`config.mk`:
```
export PLATFORM = sky130hd
export DESIGN_NAME = cw305_prog_bridge_ctrl
export DESIGN_NICKNAME = d
export VERILOG_FILES = /design/src/rtl/cw305_prog_bridge_ctrl.sv
export SDC_FILE = /design/constraint.sdc
export NUM_CORES = 1
export LEC_CHECK = 0
export BUFFER_PORTS_ARGS = -buffer_cell sky130_fd_sc_hd__buf_2
export CORE_ASPECT_RATIO = 1.4
export CORE_UTILIZATION = 50
export CTS_CLUSTER_DIAMETER = 100
export DETAILED_ROUTE_END_ITERATION = 8
export GPL_TIMING_DRIVEN = 0
export PLACE_DENSITY = 0.84
export REMOVE_ABC_BUFFERS = 1
export SLEW_MARGIN = 30
export SYNTH_ARGS = -nofsm -noshare
export SYNTH_HDL_FRONTEND = slang
export SYNTH_SLANG_ARGS = --single-unit
```
`constraint.sdc`:
```
create_clock -name crypto_clk -period 2.7 [get_ports crypto_clk]
set_input_delay 0.27 -clock crypto_clk [delete_from_list [all_inputs] [get_ports crypto_clk]]
set_output_delay 0.27 -clock crypto_clk [all_outputs]
set_load 0.05 [all_outputs]
```
`src/rtl/cw305_prog_bridge_ctrl.sv`:
```
`timescale 1ns/1ps
// Program-load bridge: turns register-file instruction/address flags into single-word
// bus writes, with 4-phase clear handshakes back to the usb_clk status register.
module cw305_prog_bridge_ctrl #(
   parameter int unsigned                  pINSTR_WIDTH = 32,
   parameter logic [pINSTR_WIDTH-1:0]      pBASE_ADDR   = '0,
   parameter int unsigned                  pGNT_TIMEOUT = 255
) (
   input  logic                    crypto_clk,
   input  logic                    reset_n,
   input  logic [7:0]              I_status,
   input  logic [pINSTR_WIDTH-1:0] I_instruction,
   input  logic [pINSTR_WIDTH-1:0] I_address,
   output logic                    O_reset_instr_valid,
   output logic                    O_reset_new_addr_valid,
   output logic                    O_bus_req,
   output logic                    O_bus_we,
   output logic [pINSTR_WIDTH-1:0] O_bus_addr,
   output logic [pINSTR_WIDTH-1:0] O_bus_wdata,
   output logic [3:0]              O_bus_be,
   input  logic                    I_bus_gnt,
   input  logic                    I_bus_rvalid,
   output logic                    O_busy,
   output logic                    O_error,
   output logic [15:0]             O_word_count
);

   localparam int unsigned LP_TW = (pGNT_TIMEOUT > 1) ? $clog2(pGNT_TIMEOUT) : 1;
   localparam logic [LP_TW-1:0] LP_TMO_LAST = LP_TW'(pGNT_TIMEOUT - 1);

   typedef enum logic [2:0] {
      ST_IDLE,
      ST_LD_ADDR,
      ST_REQ,
      ST_RESP,
      ST_ACK_INSTR,
      ST_ACK_ADDR,
      ST_ERR
   } state_t;

   state_t                  r_state;
   logic [2:0]              r_sync1;
   logic [2:0]              r_sync2;
   logic [pINSTR_WIDTH-1:0] r_ptr;
   logic [LP_TW-1:0]        r_tmo;
   logic                    r_bus_req;
   logic                    r_bus_we;
   logic [3:0]              r_bus_be;
   logic [pINSTR_WIDTH-1:0] r_bus_addr;
   logic [pINSTR_WIDTH-1:0] r_bus_wdata;
   logic                    r_clr_instr_n;
   logic                    r_clr_addr_n;
   logic                    r_busy;
   logic                    r_error;
   logic [15:0]             r_word_count;

   logic                    w_s_mode;
   logic                    w_s_instr;
   logic                    w_s_addr;
   logic [4:0]              w_unused_status;

   assign w_s_mode        = r_sync2[0];
   assign w_s_instr       = r_sync2[1];
   assign w_s_addr        = r_sync2[2];
   assign w_unused_status = I_status[7:3];

   always_ff @(posedge crypto_clk or negedge reset_n) begin
      if (!reset_n) begin
         r_sync1 <= '0;
         r_sync2 <= '0;
      end else begin
         r_sync1 <= I_status[2:0];
         r_sync2 <= r_sync1;
      end
   end

   always_ff @(posedge crypto_clk or negedge reset_n) begin
      if (!reset_n) begin
         r_state       <= ST_IDLE;
         r_ptr         <= pBASE_ADDR;
         r_tmo         <= '0;
         r_bus_req     <= 1'b0;
         r_bus_we      <= 1'b0;
         r_bus_be      <= '0;
         r_bus_addr    <= '0;
         r_bus_wdata   <= '0;
         r_clr_instr_n <= 1'b1;
         r_clr_addr_n  <= 1'b1;
         r_busy        <= 1'b0;
         r_error       <= 1'b0;
         r_word_count  <= '0;
      end else begin
         case (r_state)
            ST_IDLE: begin
               if (I_bus_rvalid) begin
                  r_state <= ST_ERR;
                  r_busy  <= 1'b1;
               end else if (!w_s_mode) begin
                  r_error      <= 1'b0;
                  r_word_count <= '0;
                  r_ptr        <= pBASE_ADDR;
               end else if (w_s_addr) begin
                  r_state <= ST_LD_ADDR;
                  r_busy  <= 1'b1;
               end else if (w_s_instr) begin
                  r_state     <= ST_REQ;
                  r_busy      <= 1'b1;
                  r_tmo       <= '0;
                  r_bus_req   <= 1'b1;
                  r_bus_we    <= 1'b1;
                  r_bus_be    <= 4'hF;
                  r_bus_addr  <= r_ptr;
                  r_bus_wdata <= I_instruction;
               end
            end
            ST_LD_ADDR: begin
               if (I_bus_rvalid) begin
                  r_state <= ST_ERR;
               end else begin
                  if (I_address[1:0] != 2'b00) r_error <= 1'b1;
                  else                         r_ptr   <= I_address;
                  r_clr_addr_n <= 1'b0;
                  r_state      <= ST_ACK_ADDR;
               end
            end
            ST_REQ: begin
               // Request, write enable and strobes all retire together on grant, stray response or timeout.
               if (I_bus_gnt) begin
                  r_bus_req <= 1'b0;
                  r_bus_we  <= 1'b0;
                  r_bus_be  <= '0;
                  r_state   <= ST_RESP;
               end else if (I_bus_rvalid) begin
                  r_bus_req <= 1'b0;
                  r_bus_we  <= 1'b0;
                  r_bus_be  <= '0;
                  r_state   <= ST_ERR;
               end else if (r_tmo == LP_TMO_LAST) begin
                  r_bus_req     <= 1'b0;
                  r_bus_we      <= 1'b0;
                  r_bus_be      <= '0;
                  r_error       <= 1'b1;
                  r_clr_instr_n <= 1'b0;
                  r_state       <= ST_ACK_INSTR;
               end else begin
                  r_tmo <= r_tmo + 1'b1;
               end
            end
            ST_RESP: begin
               if (I_bus_rvalid) begin
                  r_ptr         <= r_ptr + pINSTR_WIDTH'(4);
                  r_word_count  <= r_word_count + 16'd1;
                  r_clr_instr_n <= 1'b0;
                  r_state       <= ST_ACK_INSTR;
               end
            end
            ST_ACK_INSTR: begin
               // A stray response here is flagged but must not break the handshake in flight.
               if (I_bus_rvalid) r_error <= 1'b1;
               if (!w_s_instr) begin
                  r_clr_instr_n <= 1'b1;
                  r_busy        <= 1'b0;
                  r_state       <= ST_IDLE;
               end
            end
            ST_ACK_ADDR: begin
               if (I_bus_rvalid) r_error <= 1'b1;
               if (!w_s_addr) begin
                  r_clr_addr_n <= 1'b1;
                  r_busy       <= 1'b0;
                  r_state      <= ST_IDLE;
               end
            end
            ST_ERR: begin
               r_error <= 1'b1;
               r_busy  <= 1'b0;
               r_state <= ST_IDLE;
            end
            default: begin
               r_busy  <= 1'b0;
               r_state <= ST_IDLE;
            end
         endcase
      end
   end

   assign O_reset_instr_valid    = r_clr_instr_n;
   assign O_reset_new_addr_valid = r_clr_addr_n;
   assign O_bus_req              = r_bus_req;
   assign O_bus_we               = r_bus_we;
   assign O_bus_be               = r_bus_be;
   assign O_bus_addr             = r_bus_addr;
   assign O_bus_wdata            = r_bus_wdata;
   assign O_busy                 = r_busy;
   assign O_error                = r_error;
   assign O_word_count           = r_word_count;

endmodule

```
==> out/metrics.cfg, run 1 <==
[die]
dieWidth_um = 97.4
core_um2 = 12400
die_h_um = 136
io_pins = 166
rows = 48
initial_core_util_pct = 51.5
die_area_um2 = 13200

[finish]
fill_cells = 1100
final_nets = 950
multi_input_area_um2 = 2750
final-seq-area_um2 = 3360
layout-drive-gt1-share_pct = 24.1
synthToLayoutAreaGrowth_pct = 23.5
layoutNonFillerInstCount = 1036

[critical_path]
rr_startpoint = r_state[0]$_DFFE_PN0P_
endpoint = r_ptr[15]$_DFFE_PN0P_
max_stage_delay_ns = 0.67
arrival_ns = 2.80
worstPathRequired_ns = 3.00
worstSetupPathType = reg2reg
crit_start = r_state[0]$_DFFE_PN0P_
r2r-end = r_ptr[15]$_DFFE_PN0P_
cp-end-kind = flip-flop
cp_slowest_cell = or4_4
start_kind = flip-flop
r2r_setup_slack_ns = 0.21
crit_fanout = 23
worst-r2r-cell-count = 5
cp_cell_sequence = or4_4, a31o_1, buf_6, a21o_1, a221o_1

[synth]
syn_inst = 726
synthTopCellsByArea = dfrtp_1 (52%), nand2_1 (14%), o21ai_0 (3.2%), nor2_1 (2.7%), nand3_1 (2.7%)
netlist_area_um2 = 6370
synth_flop_cell = dfrtp_1
ys_seq_area_share_pct = 52.7
synth.ff_latch_count = 134
yosys_warnings = 0
synth_top_area_cell = dfrtp_1
synthArstFlopShare_pct = 100
synth_area_per_cell_um2 = 8.77
synth_cell_type_count = 55
synth_enable_flop_cells = 0
yosysTopAreaCellShare_pct = 51.9

[clock_network]
numCtsBuffers = 17
cts_tree = yes
clkTransAtPathRegs_ns = 0.06
root_buffer = clkbuf_16
htreeDepth = 4
cts_setup_buffers = 0
clock_latency_ns = 0.42
cts_sinks = 134
clock_path_buffers = 2

[routing]
route.final.wire_length_um = 15800
drt_iter0_drc = 353
postRouteAntennaNets = 0
first_pass_iters = 6
vias = 5780
drc_errors = 0
viasPerCell = 5.58
wire_per_inst_um = 15.2

[timing]
layout_setup_ws_ns = 0.207
rsz0062_at_grt = no
tightest_slew_ns = 0.771
clock_skew_ns = 0.0116
post-route-period-util_pct = 92.3
fin_setup_tns_ns = 0
slew_headroom_pct = 48.6
fmax_mhz = 401
setup_violations = 0
fin_crit_ns = 2.49
slew_viol_final = 0
hold_viol_final = 0
hold_ws_ns = 0.0372

[place]
io_buffer_count = 160
dpl.cell_count = 997
dp_slack_ns = 0.0444
place_hpwl_um = 10900
place.gp.congestion = 0.841

[status]
outcome = finished, final reports clean

[grt]
grt_max_degree = 74
grt_pass1_vias = 5505
antenna_found_initial = 3
grt_overflow = 0
grt_pass1_wl_um = 26100
grt_util_all_layers_pct = 24.6

[pwr]
leakage_nw = 4.08
p_per_area_nw_per_um2 = 1040
max-vdd-ir-drop_v = 0.000744

[hold_path]
hold_path_class = in2reg

[run]
drv_cap = 0

## critical path, delay by kind of cell, from the launching register on
family | cells | cell delay [ns]
AO/OA/AOI/OAI | 3 | 0.84
buffers and inverters | 1 | 0.24
flip-flops | 1 | 0.63
AND/OR/NAND/NOR | 1 | 0.67
## cell type report
| class | count | area share (%) |
|---|---|---|
| flip-flops and latches | 134 | 42.7 |
| multi-input cells | 533 | 34.9 |
| repair buffers | 173 | 12.2 |
| clock buffers | 18 | 5.58 |
| well taps | 150 | 2.39 |
| clock inverters | 14 | 1.59 |
| inverters | 11 | 0.525 |
| diodes | 3 | 0.0954 |
## registers in the layout, summed over array words and instances (netlist names)
| signal | cells |
|---|---|
| r_sync2 | 3 |
| O_bus_be | 1 |
| r_tmo | 8 |
| O_busy | 1 |
| O_word_count | 16 |
| O_error | 1 |
| O_bus_wdata | 32 |
| O_bus_addr | 32 |
| O_reset_instr_valid | 1 |
| r_sync1 | 3 |
| O_reset_new_addr_valid | 1 |
| r_state | 3 |
| r_ptr | 32 |
## cell families (layout without fill, tap and decap cells)
group           Yosys count  count (layout)  share of synthesized area, %
other cells               0               3                             0
flops                   134             134                          52.7
fa+ha+maj                 4               4                         0.786
xor+xnor                 18              18                          2.47
buf+inv                  59             216                          4.48
compound gates          121             121                          12.0
mux                       3               3                         0.511
simple gates            387             387                          27.0
## cells in the mapped netlist, types with 4 or more instances
cell,number
nand2_1,232
dfrtp_1,132
nor2_1,46
o21ai_0,41
nand3_1,34
clkbuf_1,26
a21oi_1,24
nand4_1,16
xor2_1,14
a22oi_1,12
buf_2,12
and3_1,10
inv_1,10
a31oi_1,9
and2_1,8
or3_1,8
and4_1,5
buf_4,5
nor3_1,5
nor4_1,5
o211ai_1,5
buf_6,4
ha_1,4
nand2b_1,4
xnor2_1,4
## where the power goes
group	total, mW	switching [mW]	internal (mW)
Clock	2.19	0.895	1.30
Combinational	2.95	2.20	0.751
Sequential	3.05	0.522	2.53
Total	8.19	3.62	4.57
## worst min path at each step
stage | from | cells past startpoint | slack (ns) | end
after floorplan | reset_n | 0 | -0.03 | O_bus_addr[0]$_DFFE_PN0P_
after CTS | I_instruction[11] | 3 | 0.03 | O_bus_wdata[11]$_DFFE_PN0P_
final | I_instruction[11] | 3 | 0.04 | O_bus_wdata[11]$_DFFE_PN0P_
after detailed placement | reset_n | 1 | 0.27 | r_tmo[2]$_DFFE_PN0P_
after global placement | r_sync1[2]$_DFF_PN0_ | 0 | 0.33 | r_sync2[2]$_DFF_PN0_
after global routing | I_instruction[31] | 3 | 0.04 | O_bus_wdata[31]$_DFFE_PN0P_
## timing repair
item / in CTS / in global routing
setup endpoints to repair: 1 / 2
gates resized for setup: 1 / 1
endpoints found under the hold margin: 74 / 0
hold buffers: 4 / 0
## per-stage QoR
step	utilization (%)	total power [mW]	instance area, µm²
2_1_floorplan	-	5.15	6130
3_3_place_gp	57.5	5.90	7110
3_5_place_dp	58.6	6.02	7250
4_1_cts	63.5	8.24	7860
5_1_grt	63.6	8.61	7870
6_report	63.6	8.19	7870
## cells in the final DEF (no fill, tap or decap), types with 4 or more instances in the layout
cell type and count:
nor2_1 46, a31oi_1 9, o211ai_1 5, xnor2_1 4
dfrtp_1 132, and3_1 10, a21oi_1 24, or3_1 8
dlygate4sd3_1 4, o21ai_0 41, xor2_1 14, a22oi_1 12
and2_1 7, nor3_1 5, nand2_1 231, inv_1 10
nand4_1 16, nand2b_1 4, nand3_1 34, buf_2 159
buf_4 4, clkinv_2 4, nor4_1 4, ha_1 4
and4_1 4, inv_6 4, clkbuf_16 17
## per-layer routing
layer / wire, µm / vias up / global-route usage [%]
met5: 0 / - / 0
met1: 6460 / 2758 / 30.4
met4: 547 / 0 / 12.1
li1: - / 2770 / -
met2: 8030 / 207 / 41.7
met3: 720 / 45 / 4.28
(Power assumes the default switching activity.)
==> inputs of run 2 (changes only) <==
- clock period: 2.7 -> 2.9 ns (I/O delays scaled with it)
==> run 2 against run 1 <==
Clock skew fell by 0.0023 ns. Critical path depth unchanged. Sequential power is 6.9% lower. Critical path type unchanged. Clock-buffer cell count unchanged. Final area about the same.
==> out/metrics.cfg, run 2 (synthesized netlist as in run 1, its figures left out) <==
[pwr]
seq_power_share_pct = 37.2
comb_power_share_pct = 36.0
power.switching_mw = 3.37
swShare_pct = 44.2
max-vdd-ir-drop_v = 0.000693
pwr-share-clk_pct = 26.8
power.internal_mw = 4.26
leakage_nw = 4.08
p_per_area_nw_per_um2 = 969

[finish]
fin_area_um2 = 7870
layout-drive-gt1-share_pct = 24.0
synthToLayoutAreaGrowth_pct = 23.5
final_nets = 950
final_common_cell = nand2_1
final_cell_mix = nand2_1 (231), buf_2 (159), dfrtp_1 (132)

[critical_path]
endpoint = r_state[0]$_DFFE_PN0P_
worst-r2r-cell-count = 5
arrival_ns = 2.93
rr_startpoint = r_state[2]$_DFFE_PN0P_
crit_fanout = 23
worstPathRequired_ns = 3.20
cp-end-kind = flip-flop
start_kind = flip-flop
r2r_setup_slack_ns = 0.27
max_stage_delay_ns = 0.65
worstSetupPathType = reg2reg
critPathBufInv = 0
cp.depth = 5
crit_start = r_state[2]$_DFFE_PN0P_
cp_cell_sequence = nor3_1, and2_1, nor2_1, nand3_1, mux2_2
cp_top_family = simple AND/OR/NAND/NOR gates
r2r-end = r_state[0]$_DFFE_PN0P_
cp_slowest_cell = dfrtp_1

[grt]
grt_max_degree = 74
grt_pass1_wl_um = 26100
grt_pass1_vias = 5505
grt_overflow = 0
antenna_found_initial = 3
grt_util_all_layers_pct = 24.6

[place]
place_hpwl_um = 10900
dp_slack_ns = 0.244
placed_cell_area_um2 = 7250
place.gp.congestion = 0.841
io_buffer_count = 160

[timing]
post-route-period-util_pct = 90.6
rsz0062_at_grt = no
fin_crit_ns = 2.63
tightest_slew_ns = 0.796
hold_viol_final = 0
setup_violations = 0
fmax_mhz = 381
slew_viol_final = 0
clock_skew_ns = 0.00935
layout_setup_ws_ns = 0.273
slew_headroom_pct = 46.9

[die]
core_um2 = 12400
die_h_um = 136
io_pins = 166
rows = 48
dieWidth_um = 97.4
die_area_um2 = 13200
initial_core_util_pct = 51.5

[routing]
wire_per_inst_um = 15.2
first_pass_iters = 5
drt_iter0_drc = 341
drc_errors = 0
viasPerCell = 5.61
vias = 5815
route.final.wire_length_um = 15700
postRouteAntennaNets = 0

[clock_network]
cts_setup_buffers = 0
cts_tree = yes
clock_latency_ns = 0.42
clock_path_buffers = 2
clkTransAtPathRegs_ns = 0.06
htreeDepth = 4
cts_sinks = 134
root_buffer = clkbuf_16
numCtsBuffers = 17

[run]
drv_cap = 0

[hold_path]
hold_path_class = in2reg

[status]
outcome = finished, final reports clean

[run 2: cell counts in the layout (fill, tap and decap cells not counted)]
Identical to the previous run, type by type.
[run 2: area by class of cell]
| type | instances | area, µm² |
|---|---|---|
| repair buffers | 173 | 962 |
| diodes | 3 | 7.51 |
| flip-flops and latches | 134 | 3360 |
| fillers | 1100 | 4510 |
| clock inverters | 14 | 125 |
| multi-input cells | 533 | 2750 |
| clock buffers | 18 | 439 |
| well taps | 150 | 188 |
| inverters | 11 | 41.3 |
[run 2: worst min-delay path by stage]
stage,cells after the start,startpoint,slack [ns],end
global route,3,I_instruction[31],0.06,O_bus_wdata[31]$_DFFE_PN0P_
CTS,3,I_instruction[11],0.05,O_bus_wdata[11]$_DFFE_PN0P_
global placement,0,r_sync1[2]$_DFF_PN0_,0.33,r_sync2[2]$_DFF_PN0_
detailed placement,1,reset_n,0.29,r_tmo[2]$_DFFE_PN0P_
floorplan,0,reset_n,-0.006,O_bus_addr[0]$_DFFE_PN0P_
finish,3,I_instruction[11],0.06,O_bus_wdata[11]$_DFFE_PN0P_
[run 2: power by group through the flow]
| stage | sequential [mW] | combinational, mW | clock [mW] |
|---|---|---|---|
| final | 2.84 | 2.74 | 2.04 |
| after global routing | 2.91 | 2.95 | 2.15 |
| after CTS | 2.83 | 2.76 | 2.08 |
| after detailed placement | 2.86 | 2.74 | 0 |
| after global placement | 2.83 | 2.66 | 0 |
| after floorplan | 4.02 | 0.779 | 0 |
[run 2: worst register-to-register path, cell delays in order, from the launching register on]
cell and delay, ns:
dfrtp_1 0.65, nor3_1 0.53, and2_1 0.62, nor2_1 0.13
nand3_1 0.21, mux2_2 0.37
[run 2: through the flow]
stage               cells  setup TNS, ns  total power [mW]  hold slack (ns)  utilization, %
finish               1036              0              7.62           0.0576            63.6
global placement      988        -124.57              5.49            0.332            57.5
floorplan             678         -0.268              4.80         -0.00559               -
detailed placement    997              0              5.61            0.293            58.6
CTS                  1033              0              7.67           0.0487            63.5
global route         1036              0              8.02           0.0601            63.6
[run 2: metal layers]
layer  GRT usage, %  share of wire [%]  up-vias
met5              0                  0        -
met4           12.1                3.8        0
met3           4.28                5.0       46
met2           41.7                 51      231
met1           30.4                 41     2759
li1               -                  -     2779
[run 2: timing repair]
action	4_1_cts	5_1_grt
gates resized for setup	0	0
hold endpoints to repair	74	0
hold buffers	4	0
==> inputs of run 3 (changes only) <==
- ABC_AREA: unset -> 1
- PLACE_DENSITY: 0.84 -> 0.83
==> run 3 against run 2 <==
Routed wire length grew 10%. Maximum frequency rose by 2.9%. Largest power group is now combinational logic. Register-to-register slack gained 0.07 ns. Critical path depth rose by 3.
==> out/metrics.cfg, run 3 <==
[routing]
drc_errors = 0
route.final.wire_length_um = 17300
wl_met2_um = 8840
postRouteAntennaNets = 0
first_pass_iters = 5
wl_met3_um = 806
drt_iter0_drc = 395
vias = 6334
top_layer_used = met4
wire_per_inst_um = 14.2
wl_met1_um = 7110
viasPerCell = 5.20

[place]
io_buffer_count = 160
place.gp.congestion = 0.911
place_hpwl_um = 12100
dp_slack_ns = 0.153

[synth]
synth_top_area_cell = dfrtp_1
synth_top_family_by_area = simple AND/OR/NAND/NOR gates
ys_seq_area_share_pct = 49.0
synthArstFlopShare_pct = 100
synth_enable_flop_cells = 0
synthTopCellsByArea = dfrtp_1 (48%), nand2_1 (16%), o21ai_0 (6.5%), mux2_2 (5.8%), nor2_1 (4.5%)
yosysMostFrequentCell = nand2_1
synth_flop_cell = dfrtp_1
synth_area_per_cell_um2 = 7.91
synth_xor_area_share_pct = 1.02
netlist_area_um2 = 6850
yosys_warnings = 0
synth.ff_latch_count = 134
synth-compound-area-share_pct = 8.66
synthSimpleGateAreaFrac_pct = 28.3
synthAdderAreaFrac_pct = 0.730
synth_common_cells = nand2_1 (301), dfrtp_1 (132), o21ai_0 (89), nor2_1 (82), inv_1 (67)
synth_cell_type_count = 35
yosysTopAreaCellShare_pct = 48.2
synthMuxAreaShare_pct = 5.92
syn_inst = 866

[finish]
diodes = 0
final_common_cell = nand2_1
synthToLayoutAreaGrowth_pct = 24.4
layout-drive-gt1-share_pct = 23.6
final_nets = 1104
final_cell_mix = nand2_1 (301), buf_2 (159), dfrtp_1 (132)

[die]
die_area_um2 = 14200
dieWidth_um = 101
core_um2 = 13400
initial_core_util_pct = 51.2
io_pins = 166
rows = 50
die_h_um = 141

[critical_path]
start_kind = flip-flop
max_stage_delay_ns = 0.63
r2r_setup_slack_ns = 0.35
cp_top_family = simple AND/OR/NAND/NOR gates
cp_slowest_cell = nand2_1
cp_cell_sequence = inv_1, nand2_1, nor2_2, o21ai_0, nand2_1, inv_2, nand2_1, o21ai_0
worstSetupPathType = reg2reg
arrival_ns = 2.83
worstPathRequired_ns = 3.18
crit_top_cell = nand2_1
worst-r2r-cell-count = 8
critPathBufInv = 2
cp.depth = 8
cp-end-kind = flip-flop
crit_fanout = 28

[grt]
grt_overflow = 0
grt_pass1_vias = 6281
grt_util_all_layers_pct = 25.3
antenna_found_initial = 0
grt_pass1_wl_um = 28200
grt_max_degree = 83

[timing]
slew_headroom_pct = 36.0
clock_skew_ns = 0.00924
rsz0062_at_grt = no
tightest_slew_ns = 0.960
fin_setup_tns_ns = 0
setup_violations = 0
slew_viol_final = 0
fmax_mhz = 392
fin_crit_ns = 2.55
post-route-period-util_pct = 88.1
hold_viol_final = 0
hold_ws_ns = 0.0878
layout_setup_ws_ns = 0.346

[pwr]
finalPower_mw = 8.39
max-vdd-ir-drop_v = 0.000489
p_per_area_nw_per_um2 = 985
leakage_nw = 4.23

[clock_network]
cts_resized = 0
root_buffer = clkbuf_16
clkTransAtPathRegs_ns = 0.06
numCtsBuffers = 17
htreeDepth = 4
clock_latency_ns = 0.42
cts_sinks = 134
clock_path_buffers = 2
cts_tree = yes

[hold_path]
min_path_cells = 2
hold_path_class = in2reg

[status]
outcome = finished, final reports clean

[run]
drv_cap = 0

run 3: changes by cell type after synthesis, sizes merged, moves of 7 or more:
cell    delta
a31oi      -9
nor3       +7
nor2      +40
nand3     +22
a22oi     -11
mux2      +34
and3       -9
or3        -8
o21ai     +52
and2       -8
inv       +59
a21oi     -15
clkbuf    -22
nand2     +69
run 3: worst paths after layout:
check                                             from                         endpoint
min in group asynchronous                      reset_n        O_bus_addr[7]$_DFFE_PN0P_
worst max register to register  r_state[1]$_DFFE_PN0P_            r_ptr[18]$_DFFE_PN0P_
worst min register to register    r_sync1[2]$_DFF_PN0_             r_sync2[2]$_DFF_PN0_
max in group asynchronous                      reset_n  O_reset_instr_valid$_DFFE_PN1P_
worst min-delay path                 I_instruction[22]      O_bus_wdata[22]$_DFFE_PN0P_
worst max-delay path            r_state[1]$_DFFE_PN0P_            r_ptr[18]$_DFFE_PN0P_
run 3: cell families (layout without fill, tap and decap cells):
| logic type | Yosys count | after routing |
|---|---|---|
| and+or+nand+nor | 473 | 474 |
| DFF | 134 | 134 |
| AOI/OAI and AO/OA | 113 | 113 |
| buffers and inverters | 98 | 268 |
| muxes | 36 | 36 |
| xor gates and xnor gates | 8 | 8 |
| adders and majority gates | 4 | 4 |
run 3: routing by layer:
metal	global-route usage, %	up-vias
li1	-	3113
met5	0	-
met1	30.0	2942
met3	4.69	52
met2	44.0	227
met4	11.7	0
run 3: area by class of cell:
class	count	area, µm²
fill	1221	4870
sequential	134	3360
tap	182	228
clock buffer	19	443
inverter	69	259
clock inverter	13	229
timing repair buffer	167	926
multi-input combinational	635	3080
run 3: stage by stage:
| stage | util (%) | cells | cell area (µm²) |
|---|---|---|---|
| floorplan | - | 837 | 6670 |
| global placement | 57.5 | 1179 | 7700 |
| detailed placement | 58.3 | 1182 | 7800 |
| CTS | 63.6 | 1218 | 8510 |
| global route | 63.6 | 1219 | 8520 |
| finish | 63.6 | 1219 | 8520 |
run 3: power breakdown:
group	internal, mW	switching [mW]	total (mW)
clock	1.63	0.821	2.46
sequential	2.36	0.354	2.72
combinational	0.783	2.44	3.22
run 3: what timing repair did:
action | CTS | global route
endpoints found under the setup margin | 0 | 4
setup buffers | 0 | 0
hold buffers | 4 | 0
hold endpoints to repair | 55 | 0
